===== src/rtl/keypad_pkg.sv =====
// keypad_pkg: key codes, FSM state encoding and the code -> (row, col) keypad layout.
// Latency: n/a (types, constants and a pure function only).
// Backpressure: n/a.
package keypad_pkg;

    localparam logic [3:0] KEY_0    = 4'd0;
    localparam logic [3:0] KEY_1    = 4'd1;
    localparam logic [3:0] KEY_2    = 4'd2;
    localparam logic [3:0] KEY_3    = 4'd3;
    localparam logic [3:0] KEY_4    = 4'd4;
    localparam logic [3:0] KEY_5    = 4'd5;
    localparam logic [3:0] KEY_6    = 4'd6;
    localparam logic [3:0] KEY_7    = 4'd7;
    localparam logic [3:0] KEY_8    = 4'd8;
    localparam logic [3:0] KEY_9    = 4'd9;
    localparam logic [3:0] KEY_A    = 4'd10;
    localparam logic [3:0] KEY_B    = 4'd11;
    localparam logic [3:0] KEY_C    = 4'd12;
    localparam logic [3:0] KEY_D    = 4'd13;
    localparam logic [3:0] KEY_STAR = 4'd14;
    localparam logic [3:0] KEY_HASH = 4'd15;

    typedef enum logic [1:0] {
        ST_IDLE   = 2'd0,
        ST_BOUNCE = 2'd1,
        ST_HOLD   = 2'd2,
        ST_GAP    = 2'd3
    } kp_state_t;

    // Returns {row_idx, col_idx}; row_idx is the row bit the scanner drives low,
    // col_idx the column bit the key pulls low. Row 3 is the top row "1 2 3 A".
    function automatic logic [3:0] key_row_col(input logic [3:0] code);
        logic [3:0] rc;
        case (code)
            KEY_1:    rc = {2'd3, 2'd0};
            KEY_2:    rc = {2'd3, 2'd1};
            KEY_3:    rc = {2'd3, 2'd2};
            KEY_A:    rc = {2'd3, 2'd3};
            KEY_4:    rc = {2'd2, 2'd0};
            KEY_5:    rc = {2'd2, 2'd1};
            KEY_6:    rc = {2'd2, 2'd2};
            KEY_B:    rc = {2'd2, 2'd3};
            KEY_7:    rc = {2'd1, 2'd0};
            KEY_8:    rc = {2'd1, 2'd1};
            KEY_9:    rc = {2'd1, 2'd2};
            KEY_C:    rc = {2'd1, 2'd3};
            KEY_STAR: rc = {2'd0, 2'd0};
            KEY_0:    rc = {2'd0, 2'd1};
            KEY_HASH: rc = {2'd0, 2'd2};
            default:  rc = {2'd0, 2'd3};   // KEY_D
        endcase
        return rc;
    endfunction

endpackage


===== src/rtl/keypad_key_map.sv =====
// keypad_key_map: key code -> one-hot row mask and one-hot column mask (active high).
// Latency: combinational, zero cycles.
// Backpressure: none.
// Ports: code (4) in; row_mask (4) out; col_mask (4) out.
module keypad_key_map
    import keypad_pkg::*;
(
    input  logic [3:0] code,
    output logic [3:0] row_mask,
    output logic [3:0] col_mask
);

    logic [3:0] rc;

    always_comb begin
        rc       = key_row_col(code);
        row_mask = 4'b0001 << rc[3:2];
        col_mask = 4'b0001 << rc[1:0];
    end

endmodule


===== src/rtl/keypad_emulator.sv =====
// keypad_emulator: responder side of a 4x4 row/col keypad scan; presses one key per request.
// Latency: contact closes the cycle after accept; col follows row combinationally.
// Backpressure: req_ready only in IDLE; requests while busy are simply not taken.
// Ports: clk, rst (sync, active high); row[3:0] in / col[3:0] out (both active low);
//        req_valid, req_code[3:0] in, req_ready out; abort in; busy, contact, done out.
module keypad_emulator
    import keypad_pkg::*;
#(
    parameter int CNT_W         = 20,
    parameter int HOLD_CYCLES   = 400000,
    parameter int GAP_CYCLES    = 400000,
    parameter int BOUNCE_CYCLES = 0,
    parameter int BOUNCE_PERIOD = 16
) (
    input  logic       clk,
    input  logic       rst,
    input  logic [3:0] row,
    output logic [3:0] col,
    input  logic       req_valid,
    input  logic [3:0] req_code,
    output logic       req_ready,
    input  logic       abort,
    output logic       busy,
    output logic       contact,
    output logic       done
);

    // Counters are loaded with length-1 so each phase spends exactly its length in cycles.
    localparam logic [CNT_W-1:0] HOLD_LD = CNT_W'(HOLD_CYCLES - 1);
    localparam logic [CNT_W-1:0] GAP_LD  = CNT_W'(GAP_CYCLES - 1);
    localparam logic [CNT_W-1:0] BNC_LD  = CNT_W'((BOUNCE_CYCLES > 0) ? BOUNCE_CYCLES - 1 : 0);
    localparam logic [CNT_W-1:0] PER_LD  = CNT_W'(BOUNCE_PERIOD - 1);

    kp_state_t        state, state_nxt;
    logic [CNT_W-1:0] cnt, cnt_nxt;
    logic [CNT_W-1:0] bnc_cnt, bnc_cnt_nxt;
    logic             bnc_tog, bnc_tog_nxt;
    logic [3:0]       code_q, code_nxt;
    logic             done_nxt;
    logic [3:0]       row_mask, col_mask;
    logic             hit;

    always_ff @(posedge clk) begin
        if (rst) begin
            state   <= ST_IDLE;
            cnt     <= '0;
            bnc_cnt <= '0;
            bnc_tog <= 1'b0;
            code_q  <= '0;
            done    <= 1'b0;
        end else begin
            state   <= state_nxt;
            cnt     <= cnt_nxt;
            bnc_cnt <= bnc_cnt_nxt;
            bnc_tog <= bnc_tog_nxt;
            code_q  <= code_nxt;
            done    <= done_nxt;
        end
    end

    always_comb begin
        state_nxt   = state;
        cnt_nxt     = cnt;
        bnc_cnt_nxt = bnc_cnt;
        bnc_tog_nxt = bnc_tog;
        code_nxt    = code_q;
        done_nxt    = 1'b0;
        contact     = 1'b0;
        req_ready   = 1'b0;

        case (state)
            ST_IDLE: begin
                req_ready = 1'b1;
                if (req_valid) begin
                    code_nxt    = req_code;
                    bnc_tog_nxt = 1'b1;     // bounce always opens with the contact closed
                    bnc_cnt_nxt = PER_LD;
                    if (BOUNCE_CYCLES > 0) begin
                        state_nxt = ST_BOUNCE;
                        cnt_nxt   = BNC_LD;
                    end else begin
                        state_nxt = ST_HOLD;
                        cnt_nxt   = HOLD_LD;
                    end
                end
            end
            ST_BOUNCE: begin
                contact = bnc_tog;
                cnt_nxt = cnt - 1'b1;
                if (bnc_cnt == '0) begin
                    bnc_tog_nxt = ~bnc_tog;
                    bnc_cnt_nxt = PER_LD;
                end else begin
                    bnc_cnt_nxt = bnc_cnt - 1'b1;
                end
                // abort takes precedence over the natural end of the phase
                if (abort) begin
                    state_nxt = ST_GAP;
                    cnt_nxt   = GAP_LD;
                end else if (cnt == '0) begin
                    state_nxt = ST_HOLD;
                    cnt_nxt   = HOLD_LD;
                end
            end
            ST_HOLD: begin
                contact = 1'b1;
                cnt_nxt = cnt - 1'b1;
                if (abort || cnt == '0) begin
                    state_nxt = ST_GAP;
                    cnt_nxt   = GAP_LD;
                end
            end
            default: begin   // ST_GAP
                cnt_nxt = cnt - 1'b1;
                if (cnt == '0) begin
                    state_nxt = ST_IDLE;
                    cnt_nxt   = '0;
                    done_nxt  = 1'b1;
                end
            end
        endcase
    end

    assign busy = ~req_ready;

    keypad_key_map u_key_map (
        .code     (code_q),
        .row_mask (row_mask),
        .col_mask (col_mask)
    );

    // Only the mapped row being driven low closes the circuit; other low rows are irrelevant.
    assign hit = contact & |(row_mask & ~row);
    assign col = ~(col_mask & {4{hit}});

endmodule


===== config.mk =====
export PLATFORM = sky130hd
export DESIGN_NAME = keypad_emulator
export DESIGN_NICKNAME = d
export VERILOG_FILES = /design/src/rtl/keypad_pkg.sv /design/src/rtl/keypad_key_map.sv /design/src/rtl/keypad_emulator.sv
export SDC_FILE = /design/constraint.sdc
export NUM_CORES = 1
export LEC_CHECK = 0
export ABC_AREA = 1
export BUFFER_PORTS_ARGS = -buffer_cell sky130_fd_sc_hd__buf_2
export CORE_ASPECT_RATIO = 0.5
export CORE_MARGIN = 2
export CORE_UTILIZATION = 45
export CTS_CLUSTER_DIAMETER = 80
export DETAILED_ROUTE_END_ITERATION = 6
export SLEW_MARGIN = 10
export SYNTH_ARGS = -nofsm -noshare
export SYNTH_HDL_FRONTEND = slang
export SYNTH_SLANG_ARGS = --single-unit

===== constraint.sdc =====
create_clock -name clk -period 1.7 [get_ports clk]
set_input_delay 0.51 -clock clk [delete_from_list [all_inputs] [get_ports clk]]
set_output_delay 0.51 -clock clk [all_outputs]
set_load 0.005 [all_outputs]

==> results of run 1 <==
[flip-flops by register name, indices dropped and copies added (netlist names)]
signal        cells
bnc_cnt          20
cnt              20
code_q            4
u_key_map.rc      4
state             2
bnc_tog           1
done              1
[path summary, 6_finish.rpt]
check	start	endpoint	slack, ns	cells past startpoint
max	state[0]	col[0]	-0.42	7
min	cnt[15]	cnt[15]	0.52	2
max reg2reg	state[0]	bnc_cnt[17]	-0.05	12
min reg2reg	cnt[15]	cnt[15]	0.52	2
[cell type report]
cell class	count	share of cell area, %
repair buffers	89	15.80
inverters	46	4.426
flip-flops and latches	52	23.72
well taps	92	2.610
clock buffers	6	2.922
clock inverters	2	0.8794
multi-input cells	363	49.65
[worst reg2reg max path, delay by kind of cell, from the launching register on]
kind / cells / cell delay [ns]
buf+inv: 3 / 0.30
simple gates: 7 / 0.75
fa+ha+maj: 1 / 0.15
compound gates: 1 / 0.11
flops: 1 / 0.37
[cell usage in the layout (no fill, tap or decap), drive strengths merged, types with 2 or more instances in the layout]
| cell | instances |
|---|---|
| nand2 | 116 |
| nor2 | 93 |
| buf | 89 |
| dfxtp | 52 |
| inv | 47 |
| o21ai | 30 |
| a21oi | 27 |
| nand3 | 22 |
| xor2 | 20 |
| nor3 | 17 |
| ha | 8 |
| nand4 | 6 |
| clkbuf | 6 |
| xnor2 | 4 |
| or2 | 4 |
| nand3b | 3 |
| nor4 | 2 |
| o211ai | 2 |
| o31ai | 2 |
| nor3b | 2 |
[metal layers]
metal / part of all wire (%) / up-vias / global-route usage, % / routed length (um)
met5: 0 / - / 0 / 0
met4: 1.2 / 0 / 6.466 / 98
met3: 3.2 / 8 / 4.653 / 262
met2: 47 / 33 / 36.45 / 3829
met1: 48 / 1452 / 27.59 / 3910
li1: - / 1692 / - / -
[report_power, final]
| group | switching (mW) | internal [mW] | total (mW) |
|---|---|---|---|
| Combinational | 3.19 | 2.68 | 5.86 |
| Sequential | 0.350 | 1.62 | 1.97 |
| Clock | 0.497 | 0.702 | 1.20 |
| Total | 4.03 | 5.00 | 9.03 |
[what timing repair did]
item	4_1_cts	5_1_grt
setup buffers	3	11
pin swaps	2	16
setup endpoints to repair	21	46
resized for setup	21	84
[logic make-up (layout without fill, tap and decap cells)]
kind of cell    count (synthesis)  in the layout  share of synthesized area, %
compound gates                 66             66                         11.40
simple gates                  265            265                         38.62
xor+xnor                       24             24                         6.723
flops                          52             52                         33.29
fa+ha+maj                       8              8                         3.201
buf+inv                        54            143                         6.763
==> impl_table.tex, run 1 <==
\begin{tabular}{lr}
\hline
Metric & Value \\
\hline
\multicolumn{2}{l}{\textbf{Outcome}} \\
Outcome & finished with violations \\
Failing checks & negative setup slack \\
\multicolumn{2}{l}{\textbf{Final layout}} \\
Seq. cell area & 0.001046 mm\^{}2 \\
Utilization after layout & 65.83\% \\
Count of placed standard cells in the final layout, fillers left out & 650 \\
FILL cells & around 580 \\
Net total in the final layout & 577 \\
Share of post-route cells with drive strength above 1 & 32.62\% \\
ANT cells & 0 \\
Area added between synthesis and finish & 41.06\% \\
Area of the multi-input gates & 0.002190 mm\^{}2 \\
Final Instance Area & 0.004410 mm\^{}2 \\
\multicolumn{2}{l}{\textbf{Floorplan}} \\
Core box area & 0.006700 mm\^{}2 \\
Die Footprint & 0.007671 mm\^{}2 \\
Starting Density & 46.67\% \\
Vertical die dimension & 62.94 um \\
Site row count & 21 \\
I/O pins & 20 \\
Horizontal extent of the die & 121.9 um \\
\multicolumn{2}{l}{\textbf{Place}} \\
Post-Place Setup Slack & -0.2800 ns \\
Number of buffers added on ports & 19 \\
Last weighted congestion value of the routability-driven placer & between 0.7 and 0.8 \\
Area of placed instances & 0.003769 mm\^{}2 \\
DP HPWL & 5601 um \\
Total placed cells including tap cells & about 630 \\
\multicolumn{2}{l}{\textbf{Clocking}} \\
Insertion delay to the later sink of the worst-skew pair & approximately 0.3 ns \\
Clock Pin Slew Worst Setup and Hold Paths & 0.07 ns \\
\# clock sinks & between 50 and 60 \\
Number of H-tree levels & 2 \\
Number of hold buffers added after CTS & 0 \\
Clock tree from TritonCTS & done \\
Max Buffers Root-to-Sink & 2 \\
Library cell used as clock root buffer & clkbuf\_16 \\
Number of buffers inserted during clock tree synthesis & 5 \\
\multicolumn{2}{l}{\textbf{Logic synthesis}} \\
Total standard cell area after synthesis & approximately 0.0031 mm\^{}2 \\
Distinct cell type count after synthesis & 40 \\
Cell with the most instances after synthesis & nand2\_1 \\
Proportion of netlist area held by the largest area contributor & 33.29\% \\
EDFF count, synth & 0 \\
Syn\_area\_per\_cell & 6.667 um\^{}2 \\
Proportion of register bits with asynchronous set or reset after synthesis & 0\% \\
Synth Flop Type & dfxtp\_1 \\
Post-synth net total & 489 \\
Yosys reg bits & 52 \\
Cell types with the highest counts after synthesis & nand2\_1, nor2\_1, dfxtp\_1 \\
Sequential element share of the synthesized area & 33.29\% \\
Post-synthesis instance total & 469 \\
Top cells by area in the synthesized netlist & dfxtp\_1, nand2\_1, nor2\_1 \\
Post-synthesis cell type with the largest combined area & dfxtp\_1 \\
Synth warnings & 0 \\
\multicolumn{2}{l}{\textbf{Routing}} \\
Routed WL & 8101 um \\
Vias per Instance & 4.900 \\
Number of detailed-route iterations in the first pass & 4 \\
Number of design rule violations left after detail routing & 0 \\
Detailed-route via count & $\sim$3200 \\
Number of nets still failing antenna checks after routing & 0 \\
Detailed Route Iter0 Violations & 186 \\
Routed wirelength normalized by instance count & 12.46 um \\
\multicolumn{2}{l}{\textbf{Setup path}} \\
Critical path data required time & 1.19 ns \\
Crit start category & flip-flop \\
Critical path class & reg -> out \\
Max incr delay on CP & between 0.3 and 0.4 ns \\
WP data arrival & 1.61 ns \\
Crit-path max FO & 3 \\
Series of cell instances along the critical path & inv\_4, ha\_4, a21boi\_4, o41ai\_4, nor2\_4, nand2\_1, buf\_2 \\
WP buf/inv & 2 \\
Slowest-stage cell, CP & dfxtp\_4 \\
Type of element capturing the critical path & output pin \\
Cell type group with the largest total delay on the critical path & flip-flops \\
\multicolumn{2}{l}{\textbf{Power and ir drop}} \\
Leakage component of the power & 2.022 nW \\
Overall power & 9.029 mW \\
Total power divided by cell area & 2047 mW/mm\^{}2 \\
IR Drop Worst-Case VDD & 0.8296 mV \\
\multicolumn{2}{l}{\textbf{Timing}} \\
Total Negative Setup Slacks & -1.947 ns \\
Hold WS & 0.5184 ns \\
Number of pins with negative max-slew slack in the final report & 0 \\
Worst slew slack as a fraction of its limit & 69.74\% \\
Fin. Hold Viols & 0 \\
Number of setup violations in the final report & 9 \\
Post-layout worst setup margin & -0.4214 ns \\
Share of the clock period used by the worst path after layout & 124.8\% \\
Clock period minus worst slack & 2.121 ns \\
Worst Tran Pin Value & 0.4534 ns \\
Final Skew & 0.004825 ns \\
Fmax & about 0.47 GHz \\
Setup repair after global routing missed its margin & true \\
\multicolumn{2}{l}{\textbf{Global route}} \\
First-pass GRT wire length & 13170 um \\
Largest net degree at the start of global routing & 18 \\
Via count of the first global-routing pass & 2949 \\
GRT Resource Usage Total & 21.56\% \\
Total global routing overflow & 0 \\
Initial antenna violation count & 0 \\
\multicolumn{2}{l}{\textbf{Worst hold path}} \\
Hold WC Path Type & reg -> reg \\
\multicolumn{2}{l}{\textbf{Run}} \\
MaxCap Viol Count & 0 \\
\hline
\end{tabular}
Note: power is estimated with default switching activity, not from simulation.
==> run 2: changes to the inputs <==
--- a/config.mk
+++ b/config.mk
@@ -5,9 +5,8 @@
 export SDC_FILE = /design/constraint.sdc
 export NUM_CORES = 1
 export LEC_CHECK = 0
-export ABC_AREA = 1
 export BUFFER_PORTS_ARGS = -buffer_cell sky130_fd_sc_hd__buf_2
-export CORE_ASPECT_RATIO = 0.5
+export CORE_ASPECT_RATIO = 1.75
 export CORE_MARGIN = 2
 export CORE_UTILIZATION = 45
 export CTS_CLUSTER_DIAMETER = 80
==> impl_table.tex, run 2 <==
\begin{tabular}{lr}
\hline
Metric & Value \\
\hline
\multicolumn{2}{l}{\textbf{Outcome}} \\
Outcome & finished with violations \\
Failing checks & negative setup slack \\
\multicolumn{2}{l}{\textbf{Clocking}} \\
Max Buffers Root-to-Sink & 2 \\
Library cell used as clock root buffer & clkbuf\_8 \\
Number of hold buffers added after CTS & 0 \\
Number of buffers inserted during clock tree synthesis & 5 \\
Insertion delay to the later sink of the worst-skew pair & 0.32 ns \\
Clock tree from TritonCTS & done \\
Number of H-tree levels & 2 \\
\# clock sinks & 52 \\
Clock Pin Slew Worst Setup and Hold Paths & 0.10 ns \\
\multicolumn{2}{l}{\textbf{Timing}} \\
Total Negative Setup Slacks & -15.80 ns \\
Share of the clock period used by the worst path after layout & 128.8\% \\
Fin. Hold Viols & 0 \\
Clock period minus worst slack & 2.190 ns \\
Number of pins with negative max-slew slack in the final report & 0 \\
Worst slew slack as a fraction of its limit & around 69\% \\
Final Skew & 0.004098 ns \\
Post-layout worst setup margin & -0.4896 ns \\
Worst Tran Pin Value & $\sim$0.46 ns \\
Number of setup violations in the final report & 54 \\
Setup repair after global routing missed its margin & true \\
Fmax & 0.4567 GHz \\
\multicolumn{2}{l}{\textbf{Final layout}} \\
Most frequent cells in the layout & buf\_4, nor2\_1, dfxtp\_1, nand2\_1, buf\_6 \\
FILL cells & approximately 400 \\
Share of post-route cells with drive strength above 1 & 54.65\% \\
Area added between synthesis and finish & 69.41\% \\
Leading registers by flop count & bnc\_cnt x20, cnt x20 \\
ANT cells & 0 \\
Most common cell after layout, fill and taps aside & buf\_4 \\
Net total in the final layout & 524 \\
Utilization after layout & 78.17\% \\
Final Instance Area & 0.004795 mm\^{}2 \\
\multicolumn{2}{l}{\textbf{Global route}} \\
GRT Resource Usage Total & between 20 and 30\% \\
Largest net degree at the start of global routing & 17 \\
First-pass GRT wire length & 14960 um \\
Total global routing overflow & 0 \\
Via count of the first global-routing pass & between 3000 and 4000 \\
Initial antenna violation count & 0 \\
\multicolumn{2}{l}{\textbf{Routing}} \\
Number of nets still failing antenna checks after routing & 0 \\
Vias per Instance & 5.388 \\
Met1 Routed Length & 3244 um \\
Routed wirelength normalized by instance count & 15.92 um \\
Detailed Route Iter0 Violations & 113 \\
Routed WL & 9315 um \\
Max Used Layer & met4 \\
Routed wire length on met2 & 5516 um \\
Detailed-route via count & $\sim$3200 \\
Met3 WL & 167 um \\
Number of design rule violations left after detail routing & 0 \\
Number of detailed-route iterations in the first pass & 4 \\
\multicolumn{2}{l}{\textbf{Logic synthesis}} \\
Post-synthesis cell type with the largest combined area & dfxtp\_1 \\
Synth warnings & 0 \\
Proportion of register bits with asynchronous set or reset after synthesis & 0\% \\
Post-synth net total & 370 \\
Distinct cell type count after synthesis & between 50 and 60 \\
Total standard cell area after synthesis & 0.002830 mm\^{}2 \\
Cell with the most instances after synthesis & nor2\_1 \\
Cell types with the highest counts after synthesis & nor2\_1, dfxtp\_1, nand2\_1 \\
Top cells by area in the synthesized netlist & dfxtp\_1, nor2\_1, nand2\_1 \\
Syn\_area\_per\_cell & roughly 8.1 um\^{}2 \\
Sequential element share of the synthesized area & 36.78\% \\
Proportion of netlist area held by the largest area contributor & roughly 37\% \\
EDFF count, synth & 0 \\
Yosys reg bits & 52 \\
Post-synthesis instance total & 350 \\
Synth Flop Type & dfxtp\_1 \\
\multicolumn{2}{l}{\textbf{Floorplan}} \\
Horizontal extent of the die & 63.95 um \\
Core box area & 0.006133 mm\^{}2 \\
Starting Density & 46.14\% \\
I/O pins & 20 \\
Site row count & 38 \\
Vertical die dimension & approximately 110 um \\
Die Footprint & 0.006965 mm\^{}2 \\
\multicolumn{2}{l}{\textbf{Place}} \\
Last weighted congestion value of the routability-driven placer & between 0.8 and 0.9 \\
Area of placed instances & 0.004001 mm\^{}2 \\
Number of buffers added on ports & 19 \\
DP HPWL & 6112 um \\
Post-Place Setup Slack & -0.5230 ns \\
\multicolumn{2}{l}{\textbf{Worst hold path}} \\
Startpoint of the tightest hold check path & bnc\_tog \\
Endpoint with the worst hold slack & bnc\_tog \\
Hold WC Path Type & reg -> reg \\
Worst Hold Depth & 2 \\
\multicolumn{2}{l}{\textbf{Setup path}} \\
Setup slack, reg-to-reg & -0.49 ns \\
Worst reg-to-reg path cell count & 6 \\
Crit-path max FO & 4 \\
Worst reg2reg endpoint & bnc\_cnt[19] \\
Type of element capturing the critical path & flip-flop \\
Worst reg2reg startpoint & bnc\_cnt[12] \\
Crit start category & flip-flop \\
Critical path data required time & 1.92 ns \\
Critical path class & reg -> reg \\
WP data arrival & 2.41 ns \\
\multicolumn{2}{l}{\textbf{Power and ir drop}} \\
IR Drop Worst-Case VDD & 1.363 mV \\
Leakage component of the power & 1.971 nW \\
Total power divided by cell area & between 2000 and 2500 mW/mm\^{}2 \\
Overall power & 10.19 mW \\
\multicolumn{2}{l}{\textbf{Run}} \\
MaxCap Viol Count & 0 \\
\hline
\end{tabular}
-- run 2: metal layers --
metal / up-vias / GRT usage (%)
met5: - / 0
met4: 0 / 13.98
met3: 32 / 3.509
met2: 54 / 54.61
met1: 1506 / 26.18
li1: 1560 / -
-- run 2: report_power, final --
group	switching, mW	internal, mW
combinational	3.64	3.92
sequential	0.243	1.62
clock	0.441	0.331
-- run 2: worst max-delay path by stage --
stage / startpoint / endpoint / slack [ns] / cells past startpoint
floorplan: bnc_cnt[12] / bnc_cnt[19] / -0.47 / 6
global placement: cnt[16] / cnt[18] / -0.53 / 6
detailed placement: bnc_cnt[12] / bnc_cnt[19] / -0.52 / 6
CTS: bnc_cnt[12] / bnc_cnt[19] / -0.50 / 6
global route: bnc_cnt[12] / bnc_cnt[19] / -0.56 / 6
finish: bnc_cnt[12] / bnc_cnt[19] / -0.49 / 6
-- run 2: metrics by stage --
step / cells / hold slack [ns]
finish: 585 / 0.5612
CTS: 577 / 0.5119
global placement: 549 / 0.4870
floorplan: 350 / 0.4548
detailed placement: 549 / 0.5061
global route: 585 / 0.5696
-- run 2: cell families (layout without fill, tap and decap cells) --
group | Yosys count | count (layout) | synth area share (%)
flip-flops | 52 | 52 | 36.78
AO/OA/AOI/OAI | 67 | 67 | 16.27
XOR/XNOR | 20 | 20 | 6.189
adder cells (fa/ha/maj) | 8 | 8 | 3.537
buffers and inverters | 27 | 181 | 3.758
AND/OR/NAND/NOR | 168 | 169 | 30.19
multiplexers | 8 | 8 | 3.271
-- run 2: critical path, cell delays in order (launching register included) --
cell and delay (ns):
dfxtp_2 0.33, or4_4 0.52, or4_4 0.50, or3_4 0.37, nor4_4 0.16, xnor2_1 0.16, nor2_2 0.04
-- run 2: area by class of cell --
class,instances,area [um^2],share of cell area [%]
Clock buffer,6,82.58,1.722
Clock inverter,2,15.01,0.3132
Sequential cell,52,1062,22.16
Multi-Input combinational cell,272,2240,46.71
Tap cell,80,100.1,2.088
Inverter,16,87.58,1.827
Timing Repair Buffer,157,1207,25.18
-- run 2: what timing repair did --
item | 4_1_cts | 5_1_grt
hold endpoints to repair | 0 | 0
pin swaps | 51 | 38
cloned | 1 | 0
setup endpoints to repair | 53 | 56
gates resized for setup | 83 | 37
buffers inserted | 20 | 12
==> run 3: changes to the inputs <==
--- a/config.mk
+++ b/config.mk
@@ -5,12 +5,14 @@
 export SDC_FILE = /design/constraint.sdc
 export NUM_CORES = 1
 export LEC_CHECK = 0
+export ABC_AREA = 1
 export BUFFER_PORTS_ARGS = -buffer_cell sky130_fd_sc_hd__buf_2
 export CORE_ASPECT_RATIO = 1.75
 export CORE_MARGIN = 2
-export CORE_UTILIZATION = 45
+export CORE_UTILIZATION = 55
 export CTS_CLUSTER_DIAMETER = 80
 export DETAILED_ROUTE_END_ITERATION = 6
+export PLACE_DENSITY = 0.76
 export SLEW_MARGIN = 10
 export SYNTH_ARGS = -nofsm -noshare
 export SYNTH_HDL_FRONTEND = slang
==> impl_table.tex, run 3 (synthesis results as in run 1) <==
\begin{tabular}{lr}
\hline
Metric & Value \\
\hline
\multicolumn{2}{l}{\textbf{Floorplan}} \\
Site row count & 36 \\
Starting Density & between 50 and 60\% \\
Die Footprint & 0.006328 mm\^{}2 \\
Vertical die dimension & 103.7 um \\
I/O pins & 20 \\
Core box area & 0.005540 mm\^{}2 \\
Horizontal extent of the die & 61.00 um \\
\multicolumn{2}{l}{\textbf{Global route}} \\
Largest net degree at the start of global routing & 15 \\
GRT Resource Usage Total & around 26\% \\
Total global routing overflow & 0 \\
Via count of the first global-routing pass & $\sim$3200 \\
First-pass GRT wire length & 12940 um \\
Initial antenna violation count & 0 \\
\multicolumn{2}{l}{\textbf{Place}} \\
Number of buffers added on ports & 19 \\
DP HPWL & 6182 um \\
Post-Place Setup Slack & -0.1584 ns \\
Last weighted congestion value of the routability-driven placer & 0.8945 \\
\multicolumn{2}{l}{\textbf{Routing}} \\
Number of design rule violations left after detail routing & 0 \\
Routed wirelength normalized by instance count & 13.67 um \\
Detailed Route Iter0 Violations & 145 \\
Number of detailed-route iterations in the first pass & 4 \\
Number of nets still failing antenna checks after routing & 0 \\
Vias per Instance & between 5 and 6 \\
Routed WL & $\sim$8500 um \\
Detailed-route via count & 3306 \\
\multicolumn{2}{l}{\textbf{Setup path}} \\
Critical path class & reg -> out \\
Crit start category & flip-flop \\
Critical path data required time & 1.19 ns \\
Type of element capturing the critical path & output pin \\
Crit-path max FO & 3 \\
Setup slack, reg-to-reg & -0.01 ns \\
WP data arrival & 1.63 ns \\
\multicolumn{2}{l}{\textbf{Clocking}} \\
Insertion delay to the later sink of the worst-skew pair & approximately 0.31 ns \\
Number of buffers inserted during clock tree synthesis & 5 \\
\# clock sinks & 52 \\
Number of H-tree levels & 2 \\
Library cell used as clock root buffer & clkbuf\_8 \\
Clock Pin Slew Worst Setup and Hold Paths & 0.09 ns \\
Clock tree from TritonCTS & done \\
Max Buffers Root-to-Sink & 2 \\
\multicolumn{2}{l}{\textbf{Run}} \\
MaxCap Viol Count & 0 \\
\multicolumn{2}{l}{\textbf{Outcome}} \\
Outcome & finished with violations \\
Failing checks & negative setup slack \\
\multicolumn{2}{l}{\textbf{Final layout}} \\
FILL cells & 426 \\
ANT cells & 0 \\
Area added between synthesis and finish & 32.21\% \\
Seq. cell area & 0.001051 mm\^{}2 \\
Area of the multi-input gates & 0.002147 mm\^{}2 \\
Most common cell after layout, fill and taps aside & nand2\_1 \\
Most frequent cells in the layout & nand2\_1, nor2\_1, buf\_4, dfxtp\_1, inv\_1 \\
Leading registers by flop count & bnc\_cnt x20, cnt x20 \\
Net total in the final layout & 563 \\
Share of post-route cells with drive strength above 1 & 30.07\% \\
\multicolumn{2}{l}{\textbf{Timing}} \\
Worst slew slack as a fraction of its limit & 67.74\% \\
Number of pins with negative max-slew slack in the final report & 0 \\
Share of the clock period used by the worst path after layout & 126.1\% \\
Total Negative Setup Slacks & -1.883 ns \\
Post-layout worst setup margin & -0.4440 ns \\
Worst Tran Pin Value & 0.4834 ns \\
Fmax & 0.4664 GHz \\
Setup repair after global routing missed its margin & true \\
Fin. Hold Viols & 0 \\
Clock period minus worst slack & 2.144 ns \\
Final Skew & 0.01068 ns \\
Number of setup violations in the final report & 7 \\
\multicolumn{2}{l}{\textbf{Power and ir drop}} \\
Leakage component of the power & roughly 1.9 nW \\
IR Drop Worst-Case VDD & 1.003 mV \\
Total power divided by cell area & 2036 mW/mm\^{}2 \\
\multicolumn{2}{l}{\textbf{Worst hold path}} \\
Hold WC Path Type & in -> reg \\
\hline
\end{tabular}
## run 3: cell types whose count changed in the layout (fill, tap and decap cells not counted), moves of 6 or more
cell	delta
buf_6	-18
or2_4	-6
nand2_1	+81
inv_2	+9
xor2_1	+11
inv_1	+23
dfxtp_1	+7
nor2_1	+22
dfxtp_2	-6
buf_4	-68
xnor2_1	-8
o21ai_0	+20
a21oi_1	+16
## run 3: power by group
part	total, mW	internal (mW)	switching (mW)
sequential	1.98	1.62	0.355
clock	0.819	0.423	0.396
combinational	5.62	2.41	3.21
## run 3: worst max-delay path, cell delays in order, from the launching register on
cell and delay (ns):
dfxtp_4 0.39, inv_4 0.05, ha_4 0.26, a21boi_4 0.19
o41ai_2 0.10, nor2_1 0.15, nand2_1 0.07, buf_2 0.12
## run 3: through the flow
stage / util [%] / cell area (um^2) / total power [mW] / instances / hold WS, ns
2_1_floorplan: - / 3139 / 4.968 / 469 / 0.4408
3_3_place_gp: 66.58 / 3689 / 6.499 / 605 / 0.4583
3_5_place_dp: 66.58 / 3689 / 6.607 / 605 / 0.4728
4_1_cts: 69.85 / 3870 / 7.665 / 613 / 0.4762
5_1_grt: 74.62 / 4134 / 9.076 / 618 / 0.4635
6_report: 74.62 / 4134 / 8.418 / 618 / 0.4610
## run 3: path summary, 6_finish.rpt
kind                endpoint  startpoint  cells after the start
max                   col[2]    state[0]                      7
max reg2reg  u_key_map.rc[1]    state[1]                     11
min reg2reg          cnt[19]     cnt[19]                      2
min                code_q[2]         rst                      2
## run 3: layout make-up
| class | instances | area share [%] |
|---|---|---|
| multi-input combinational | 363 | 51.94 |
| timing repair buffer | 75 | 13.41 |
| tap | 76 | 2.300 |
| sequential | 52 | 25.42 |
| inverter | 46 | 4.540 |
| clock inverter | 1 | 0.7264 |
| clock buffer | 5 | 1.665 |
## run 3: layer usage
metal  GRT usage [%]  part of all wire [%]  vias up
met5               0                     0        -
met4           15.22                   4.9        0
met3           3.246                   2.8       35
met2           49.46                    57       82
met1           23.64                    35     1541
li1                -                     -     1648
## run 3: timing repair
item / CTS / global route
pin swaps: 3 / 22
buffers inserted: 2 / 5
cloned: 0 / 0
resized for setup: 15 / 69
endpoints found under the setup margin: 14 / 38
hold buffers: 0 / 0
